**config.mk**
```make
export PLATFORM = sky130hd
export DESIGN_NAME = vga_sync_gen
export DESIGN_NICKNAME = d
export VERILOG_FILES = /design/src/rtl/vga_timing_pkg.sv /design/src/rtl/mod_m_counter.sv /design/src/rtl/vga_sync_gen.sv
export SDC_FILE = /design/constraint.sdc
export NUM_CORES = 1
export LEC_CHECK = 0
export BUFFER_PORTS_ARGS = -buffer_cell sky130_fd_sc_hd__buf_2
export CAP_MARGIN = 10
export CORE_ASPECT_RATIO = 1.1
export CORE_MARGIN = 2
export CORE_UTILIZATION = 51
export CTS_CLUSTER_DIAMETER = 30
export DETAILED_ROUTE_END_ITERATION = 10
export PLACE_DENSITY = 0.87
export SLEW_MARGIN = 20
export SYNTH_ARGS = -nofsm -noshare
export SYNTH_HDL_FRONTEND = slang
export SYNTH_SLANG_ARGS = --single-unit
```
**constraint.sdc**
```tcl
create_clock -name clk -period 2.15 [get_ports clk]
set_clock_uncertainty 0.1 [all_clocks]
set_input_delay 0.1075 -clock clk [delete_from_list [all_inputs] [get_ports clk]]
set_output_delay 0.1075 -clock clk [all_outputs]
set_load 0.02 [all_outputs]
```
**src/rtl/vga_timing_pkg.sv**
```systemverilog
// Shared raster timing constants and sync-flag decode for the VGA display path.
// The font and display stages import this package so they agree on the geometry.
package vga_timing_pkg;

  localparam int H_DISPLAY_DEF = 640;
  localparam int H_FRONT_DEF   = 16;
  localparam int H_SYNC_DEF    = 96;
  localparam int H_BACK_DEF    = 48;
  localparam int V_DISPLAY_DEF = 480;
  localparam int V_FRONT_DEF   = 10;
  localparam int V_SYNC_DEF    = 2;
  localparam int V_BACK_DEF    = 33;

  localparam int H_TOTAL = H_DISPLAY_DEF + H_FRONT_DEF + H_SYNC_DEF + H_BACK_DEF;
  localparam int V_TOTAL = V_DISPLAY_DEF + V_FRONT_DEF + V_SYNC_DEF + V_BACK_DEF;

  localparam int CNT_W = 10;

  typedef logic [CNT_W-1:0] coord_t;

  localparam coord_t COORD_ZERO = 10'd0;
  localparam coord_t COORD_ONE  = 10'd1;

  typedef struct packed {
    logic video_on;
    logic hsync;
    logic vsync;
    logic line_start;
    logic frame_start;
  } sync_flags_t;

  // Reset value matches the decode of the last pixel of a frame, so the state is consistent.
  localparam sync_flags_t SYNC_FLAGS_RST = {1'b0, 1'b1, 1'b1, 1'b0, 1'b0};

  function automatic sync_flags_t sync_flags(
    input coord_t px,
    input coord_t py,
    input coord_t h_disp,
    input coord_t hs_first,
    input coord_t hs_last,
    input coord_t v_disp,
    input coord_t vs_first,
    input coord_t vs_last
  );
    sync_flags_t f;
    f.video_on    = (px < h_disp) && (py < v_disp);
    f.hsync       = !((px >= hs_first) && (px <= hs_last));
    f.vsync       = !((py >= vs_first) && (py <= vs_last));
    f.line_start  = (px == COORD_ZERO);
    f.frame_start = (px == COORD_ZERO) && (py == COORD_ZERO);
    return f;
  endfunction

endpackage

```
**src/rtl/mod_m_counter.sv**
```systemverilog
// Enabled modulo-M counter with programmable reset value and terminal-count strobe.
module mod_m_counter #(
  parameter int M       = 10,
  parameter int WIDTH   = 4,
  parameter int RST_VAL = 0
) (
  input  logic             clk,
  input  logic             reset,
  input  logic             en,
  output logic [WIDTH-1:0] q,
  output logic             max_tick
);

  localparam logic [WIDTH-1:0] LAST_VAL  = WIDTH'(M - 1);
  localparam logic [WIDTH-1:0] START_VAL = WIDTH'(RST_VAL);
  localparam logic [WIDTH-1:0] ZERO_VAL  = WIDTH'(0);
  localparam logic [WIDTH-1:0] ONE_VAL   = WIDTH'(1);

  logic [WIDTH-1:0] r_q;

  // Count register: wraps on an explicit compare to M-1 so it never reaches M.
  always_ff @(posedge clk or posedge reset) begin
    if (reset) begin
      r_q <= START_VAL;
    end else if (en) begin
      if (r_q == LAST_VAL) begin
        r_q <= ZERO_VAL;
      end else begin
        r_q <= r_q + ONE_VAL;
      end
    end
  end

  assign q        = r_q;
  assign max_tick = (r_q == LAST_VAL);

endmodule

```
**src/rtl/vga_sync_gen.sv**
```systemverilog
// VGA raster generator: pixel strobe from a clock divider, x/y counters and
// registered blank/sync/start flags that switch on the same edge as x/y.
module vga_sync_gen
  import vga_timing_pkg::*;
#(
  parameter int H_DISPLAY = H_DISPLAY_DEF,
  parameter int H_FRONT   = H_FRONT_DEF,
  parameter int H_SYNC    = H_SYNC_DEF,
  parameter int H_BACK    = H_BACK_DEF,
  parameter int V_DISPLAY = V_DISPLAY_DEF,
  parameter int V_FRONT   = V_FRONT_DEF,
  parameter int V_SYNC    = V_SYNC_DEF,
  parameter int V_BACK    = V_BACK_DEF,
  parameter int CLK_DIV   = 2
) (
  input  logic       clk,
  input  logic       reset,
  output logic       p_tick,
  output logic [9:0] x,
  output logic [9:0] y,
  output logic       video_on,
  output logic       hsync,
  output logic       vsync,
  output logic       line_start,
  output logic       frame_start
);

  localparam int H_TOT = H_DISPLAY + H_FRONT + H_SYNC + H_BACK;
  localparam int V_TOT = V_DISPLAY + V_FRONT + V_SYNC + V_BACK;
  localparam int DIV_W = 4;

  localparam coord_t H_DISP_C   = coord_t'(H_DISPLAY);
  localparam coord_t HS_FIRST_C = coord_t'(H_DISPLAY + H_FRONT);
  localparam coord_t HS_LAST_C  = coord_t'(H_DISPLAY + H_FRONT + H_SYNC - 1);
  localparam coord_t V_DISP_C   = coord_t'(V_DISPLAY);
  localparam coord_t VS_FIRST_C = coord_t'(V_DISPLAY + V_FRONT);
  localparam coord_t VS_LAST_C  = coord_t'(V_DISPLAY + V_FRONT + V_SYNC - 1);

  logic [DIV_W-1:0] w_div_q_unused;
  logic             w_div_max;
  logic             w_x_max;
  logic             w_y_max;
  logic             w_y_en;
  coord_t           w_x;
  coord_t           w_y;
  coord_t           w_x_next;
  coord_t           w_y_next;
  sync_flags_t      w_flags_next;
  sync_flags_t      r_flags;

  // Reset parks x/y on the last pixel so the first strobe lands on (0,0).
  mod_m_counter #(
    .M       (CLK_DIV),
    .WIDTH   (DIV_W),
    .RST_VAL (0)
  ) u_div (
    .clk      (clk),
    .reset    (reset),
    .en       (1'b1),
    .q        (w_div_q_unused),
    .max_tick (w_div_max)
  );

  mod_m_counter #(
    .M       (H_TOT),
    .WIDTH   (CNT_W),
    .RST_VAL (H_TOT - 1)
  ) u_x (
    .clk      (clk),
    .reset    (reset),
    .en       (w_div_max),
    .q        (w_x),
    .max_tick (w_x_max)
  );

  assign w_y_en = w_div_max & w_x_max;

  mod_m_counter #(
    .M       (V_TOT),
    .WIDTH   (CNT_W),
    .RST_VAL (V_TOT - 1)
  ) u_y (
    .clk      (clk),
    .reset    (reset),
    .en       (w_y_en),
    .q        (w_y),
    .max_tick (w_y_max)
  );

  // Position the counters will hold after the next pixel strobe.
  always_comb begin
    w_x_next = w_x;
    w_y_next = w_y;
    if (w_x_max) begin
      w_x_next = COORD_ZERO;
      if (w_y_max) begin
        w_y_next = COORD_ZERO;
      end else begin
        w_y_next = w_y + COORD_ONE;
      end
    end else begin
      w_x_next = w_x + COORD_ONE;
    end
  end

  assign w_flags_next = sync_flags(w_x_next, w_y_next, H_DISP_C, HS_FIRST_C, HS_LAST_C,
                                   V_DISP_C, VS_FIRST_C, VS_LAST_C);

  // Flags load on the strobe edge together with x/y, holding between strobes.
  always_ff @(posedge clk or posedge reset) begin
    if (reset) begin
      r_flags <= SYNC_FLAGS_RST;
    end else if (w_div_max) begin
      r_flags <= w_flags_next;
    end
  end

  assign p_tick      = w_div_max;
  assign x           = w_x;
  assign y           = w_y;
  assign video_on    = r_flags.video_on;
  assign hsync       = r_flags.hsync;
  assign vsync       = r_flags.vsync;
  assign line_start  = r_flags.line_start;
  assign frame_start = r_flags.frame_start;

endmodule

```
==> flow_metrics.env, run 1 <==
export IMPL_status="finished with violations"
export IMPL_violations="negative setup slack"
export IMPL_required_ns=2.22
export IMPL_r2r_slack_ns=-0.06
export IMPL_ys_flop_type="dfrtp_1"
export IMPL_dp_hpwl_um=3660
export IMPL_slowest_stage="dfstp_2"
export IMPL_numPortBuffers=27
export IMPL_grt_ovfl_total=0
export IMPL_drive_gt1_share_pct=43.9
export IMPL_min_path_type="in2async"
export IMPL_gp_congestion=0.926
export IMPL_yosys_top_cells_area="dfrtp_1 22%, dfstp_2 16%, xnor2_1 5.5%"
export IMPL_fmax_ghz=0.453
export IMPL_die_w_um=62.6
export IMPL_post_route_drc_count=0
export IMPL_placed_cells=319
export IMPL_fillers=251
export IMPL_vias=1993
export IMPL_synth_cell_types=49
export IMPL_ant_nets=0
export IMPL_setup_viol=3
export IMPL_area_delta_synth_final_pct=38.9
export IMPL_final_cells=337
export IMPL_grt_pass1_vias=1860
export IMPL_vias_per_cell=5.91
export IMPL_final_util_pct=73.8
export IMPL_numClockSinks=29
export IMPL_synth_area_sq_mm=0.00193
export IMPL_reg2reg_to="video_on"
export IMPL_ys_seq_area_share_pct=38.5
export IMPL_slowest_delay_ns=0.55
export IMPL_hold_violations=0
export IMPL_placed_area_sq_mm=0.00233
export IMPL_crit_fanout=5
export IMPL_crit_path_start_kind="flop"
export IMPL_power_density_mw_per_mm2=394
export IMPL_finalSetupTns_ns=-0.127
export IMPL_critical_path_class="reg2reg"
export IMPL_cp_end_kind="flop"
export IMPL_diodes=0
export IMPL_r2r_cells=8
export IMPL_synth_warnings=0
export IMPL_totalWireLength_um=5650
export IMPL_fin_area_sq_mm=0.00268
export IMPL_drt_iter0_drc=220
export IMPL_synth_seq_cells=29
export IMPL_max_cap_violations=0
export IMPL_antenna_found_initial=0
export IMPL_drv_slew=0
export IMPL_async_flop_share_pct=100
export IMPL_grt_setup_unrepaired="yes"
export IMPL_min_period_ns=2.21
export IMPL_grt_pass1_wl_um=8270
export IMPL_irDropWorstVdd_mv=0.358
export IMPL_insertion_delay_ns=0.29
export IMPL_syn_inst=222
export IMPL_synth_edff_count=0
export IMPL_finalCritPeriodShare_pct=103
export IMPL_clk_path_buf_depth=2
export IMPL_cp_data_arrival_time_ns=2.28
export IMPL_tritoncts="yes"
export IMPL_r2r_start="u_x.q[1]"
export IMPL_final_nets=292
export IMPL_tightest_slew_ns=0.373
export IMPL_htreeDepth=2
export IMPL_crit_chain="ha_4 -> nand4_4 -> or3_4 -> buf_2 -> nor2_2 -> xnor2_1 -> nor3_1 -> o21ai_1"
export IMPL_die_area_sq_mm=0.00428
export IMPL_wl_per_cell_um=16.8
export IMPL_ctsRootBufferMaster="clkbuf_8"
export IMPL_syn_nets=228
export IMPL_num_rows=23
export IMPL_synth_largest_area_cell="dfrtp_1"
export IMPL_ios=28
export IMPL_dieHeight_um=68.4
export IMPL_clkTransAtPathRegs_ns=0.06
export IMPL_p_leak_nw=1.18
export IMPL_fin_ws_ns=-0.0599
export IMPL_gr_usage_all_layers_pct=25.2
export IMPL_synth_top_area_share_pct=22.1
export IMPL_first_pass_iters=6
export IMPL_grt_max_degree=30
export IMPL_syn_area_per_cell_sq_um=8.67
export IMPL_relSlewSlack_pct=74.8
export IMPL_cts_buffers=5
export IMPL_core_sq_mm=0.00363
export IMPL_start_util_pct=53.1
## cell usage in the layout (no fill, tap or decap), drive strengths merged, types with 2 or more instances in the layout
cell type  Yosys  final
buf            8     72
nand2         24     24
o21ai         21     21
nor2          18     18
dfrtp         17     17
dfstp         12     12
xnor2         12     12
nor3          11     11
nand4         10     10
nand3         10     10
inv            8      8
clkbuf         8      7
o31ai          7      7
a21oi          5      5
or3            5      5
and3           5      5
xor2           4      4
ha             4      4
a31oi          3      3
nor4           3      3
nand3b         2      2
or2            2      2
nand4b         2      2
o32a           2      2
nand2b         2      2
and4           2      2
## synth_stat cells, drive strengths merged (3+ instances only)
cell type   n
nand2      24
o21ai      21
nor2       18
dfrtp      17
dfstp      12
xnor2      12
nor3       11
nand3      10
nand4      10
buf         8
clkbuf      8
inv         8
o31ai       7
a21oi       5
and3        5
or3         5
ha          4
xor2        4
a31oi       3
nor4        3
## logic make-up after synthesis
family,Yosys count,share of synthesized area [%]
fa+ha+maj,4,2.60
flops,29,38.5
mux,1,0.585
simple gates,99,28.9
buf+inv,24,5.65
compound gates,49,16.5
xor+xnor,16,7.28
## final cells by class
type / count / area, sq um / share of cell area [%]
Inverter: 8 / 30.0 / 1.12
Tap cell: 50 / 62.6 / 2.34
Sequential cell: 29 / 741 / 27.7
Timing Repair Buffer: 73 / 488 / 18.2
Clock buffer: 7 / 96.3 / 3.60
Multi-Input combinational cell: 169 / 1250 / 46.8
Clock inverter: 1 / 5.00 / 0.187
## metrics by stage
| stage | worst slack [ns] | power (mW) | hold WS, ns |
|---|---|---|---|
| floorplan | -0.0696 | 0.564 | 0.0767 |
| global placement | 0.0442 | 0.569 | 0.0862 |
| detailed placement | -0.0509 | 0.569 | 0.0917 |
| CTS | -0.0443 | 1.06 | 0.331 |
| global route | -0.170 | 1.09 | 0.380 |
| finish | -0.0599 | 1.05 | 0.325 |
## critical path, delay by kind of cell (launching register included)
| family | cells | cell delay (ns) |
|---|---|---|
| XOR/XNOR | 1 | 0.13 |
| AND/OR/NAND/NOR | 4 | 0.85 |
| adder cells (fa/ha/maj) | 1 | 0.16 |
| buffers and inverters | 1 | 0.19 |
| AO/OA/AOI/OAI | 1 | 0.11 |
| flip-flops | 1 | 0.55 |
## power breakdown
group / total (mW) / internal (mW) / switching [mW]
combinational: 0.0138 / 0.00315 / 0.0106
sequential: 0.547 / 0.547 / 0
clock: 0.493 / 0.288 / 0.205
## layer usage
layer	vias to the layer above	track usage, %	part of all wire [%]
li1	935	-	-
met3	21	5.59	5.9
met2	83	44.6	50
met1	954	28.5	41
met4	0	14.7	3.4
met5	-	0	0
## how the worst max path moves through the flow
stage	cells past startpoint	to	slack, ns	startpoint
floorplan	8	vsync	-0.07	u_x.q[1]
global placement	6	u_y.q[4]	0.04	u_x.q[1]
CTS	8	vsync	-0.04	u_x.q[0]
global route	7	frame_start	-0.17	u_x.q[1]
finish	8	video_on	-0.06	u_x.q[1]
detailed placement	7	vsync	-0.05	u_x.q[1]
## what timing repair did
item / CTS / global route
gates resized for setup: 10 / 25
buffers inserted: 5 / 4
hold endpoints to repair: 17 / 0
pin swaps: 10 / 16
hold buffers: 1 / 0
endpoints found under the setup margin: 5 / 13
## sequential cells by signal (all words and copies together), names as in the netlist
name	cells
u_x.q	10
u_y.q	10
u_div.q	4
frame_start	1
hsync	1
line_start	1
video_on	1
vsync	1
No activity file was read; power rests on OpenSTA's default activity.
==> run 2, diff against run 1 <==
- RECOVER_POWER: default -> 100
==> flow_metrics.env, run 2 (synthesis results as in run 1) <==
export IMPL_reg2reg_to="video_on"
export IMPL_r2r_start="u_x.q[1]"
export IMPL_dp_hpwl_um=3660
export IMPL_internal_power_mw=0.838
export IMPL_hold_depth=1
export IMPL_power_switching_mw=0.215
export IMPL_placed_cells=319
export IMPL_grt_pass1_wl_um=8270
export IMPL_status="finished with violations"
export IMPL_tritoncts="yes"
export IMPL_grt_setup_unrepaired="yes"
export IMPL_crit_fanout=5
export IMPL_r2r_cells=8
export IMPL_total_power_mw=1.05
export IMPL_violations="max-capacitance violations, max-slew violations, negative setup slack"
export IMPL_finalCritPeriodShare_pct=103
export IMPL_critical_path_class="reg2reg"
export IMPL_min_period_ns=2.21
export IMPL_relSlewSlack_pct=-1.23
export IMPL_clk_path_buf_depth=2
export IMPL_gp_congestion=0.926
export IMPL_power_density_mw_per_mm2=396
export IMPL_layout_commonest_cell="buf_4"
export IMPL_area_delta_synth_final_pct=38.1
export IMPL_max_cap_violations=1
export IMPL_power_share_switching_pct=20.4
export IMPL_met2_usage_pct=44.6
export IMPL_crit_path_start_kind="flop"
export IMPL_finalSetupTns_ns=-0.123
export IMPL_cp_end_kind="flop"
export IMPL_first_pass_iters=4
export IMPL_start_util_pct=53.1
export IMPL_wl_per_cell_um=16.9
export IMPL_insertion_delay_ns=0.29
export IMPL_fmax_ghz=0.453
export IMPL_use_met1_pct=28.5
export IMPL_cts_buffers=5
export IMPL_totalWireLength_um=5690
export IMPL_min_path_type="reg2reg"
export IMPL_clkPwrFrac_pct=46.8
export IMPL_final_cells=337
export IMPL_ios=28
export IMPL_min_from="u_div.q[3]"
export IMPL_fillers=259
export IMPL_drv_slew=30
export IMPL_num_rows=23
export IMPL_final_nets=292
export IMPL_fin_ws_ns=-0.0584
export IMPL_gr_usage_all_layers_pct=25.2
export IMPL_tightest_slew_ns=1.52
export IMPL_r2r_slack_ns=-0.06
export IMPL_cp_data_arrival_time_ns=2.28
export IMPL_numPortBuffers=27
export IMPL_required_ns=2.22
export IMPL_grt_max_degree=30
export IMPL_hold_violations=0
export IMPL_p_seq_share_pct=52.0
export IMPL_grt_pass1_vias=1860
export IMPL_dieHeight_um=68.4
export IMPL_diodes=0
export IMPL_die_area_sq_mm=0.00428
export IMPL_ctsRootBufferMaster="clkbuf_8"
export IMPL_post_route_drc_count=0
export IMPL_p_leak_nw=1.14
export IMPL_grt_use_met3_pct=5.59
export IMPL_vias=1976
export IMPL_setup_viol=3
export IMPL_core_sq_mm=0.00363
export IMPL_drt_iter0_drc=199
export IMPL_min_to="u_div.q[3]"
export IMPL_grt_busiest_layer="met2"
export IMPL_grt_ovfl_total=0
export IMPL_die_w_um=62.6
export IMPL_final_cell_mix="42 x buf_4, 24 x nand2_1, 18 x buf_2, 17 x dfrtp_1, 16 x o21ai_0"
export IMPL_numClockSinks=29
export IMPL_vias_per_cell=5.86
export IMPL_clkTransAtPathRegs_ns=0.06
export IMPL_irDropWorstVdd_mv=0.356
export IMPL_htreeDepth=2
export IMPL_combinationalPowerShare_pct=1.2
export IMPL_ant_nets=0
export IMPL_drive_gt1_share_pct=40.1
export IMPL_antenna_found_initial=0
## run 2: area by class of cell
class                      count  area (sq um)  share of cell area [%]
clock buffer                   7          96.3                    3.62
clock inverter                 1          5.00                   0.188
inverter                       8          30.0                    1.13
multi-input combinational    169          1250                    47.1
sequential                    29           741                    27.9
tap                           50          62.6                    2.35
timing repair buffer          73           472                    17.7
## run 2: per-layer routing
layer,wire (um),vias to the layer above
met3,316,19
met5,0,-
met1,2310,944
met4,178,0
met2,2880,80
li1,-,933
## run 2: stage by stage
| stage | utilization [%] | hold WS, ns | setup WS, ns | cell area [sq um] |
|---|---|---|---|---|
| global route | 73.3 | 0.408 | -0.170 | 2660 |
| floorplan | - | 0.0767 | -0.0696 | 1940 |
| finish | 73.3 | 0.378 | -0.0584 | 2660 |
| detailed placement | 64.3 | 0.0917 | -0.0509 | 2330 |
| global placement | 64.3 | 0.0862 | 0.0442 | 2330 |
| CTS | 69.7 | 0.331 | -0.0443 | 2530 |
## run 2: how the worst max path moves through the flow
stage / slack [ns] / cells after the start / from / endpoint
2_1_floorplan: -0.07 / 8 / u_x.q[1] / vsync
3_3_place_gp: 0.04 / 6 / u_x.q[1] / u_y.q[4]
3_5_place_dp: -0.05 / 7 / u_x.q[1] / vsync
4_1_cts: -0.04 / 8 / u_x.q[0] / vsync
5_1_grt: -0.17 / 7 / u_x.q[1] / frame_start
6_report: -0.06 / 8 / u_x.q[1] / video_on
## run 2: power by group through the flow
stage	Sequential, mW	Clock [mW]	Combinational (mW)
after floorplan	0.556	0	0.00788
after detailed placement	0.556	0	0.0132
after global routing	0.547	0.528	0.0151
after CTS	0.547	0.500	0.0144
final	0.547	0.493	0.0128
after global placement	0.556	0	0.0128
## run 2: worst max-delay path, cell delays in order, from the launching register on
cell and delay, ns:
dfstp_2 0.55, ha_4 0.16, nand4_4 0.10, or3_4 0.36, buf_2 0.19, nor2_2 0.17
xnor2_1 0.13, nor3_1 0.22, o21ai_1 0.11
## run 2: what timing repair did
item                                    4_1_cts  5_1_grt
endpoints found under the setup margin        5       13
gates resized for setup                      10       25
hold endpoints to repair                     17        0
hold buffers                                  1        0
pin swaps                                    10       16
buffers inserted                              5        4
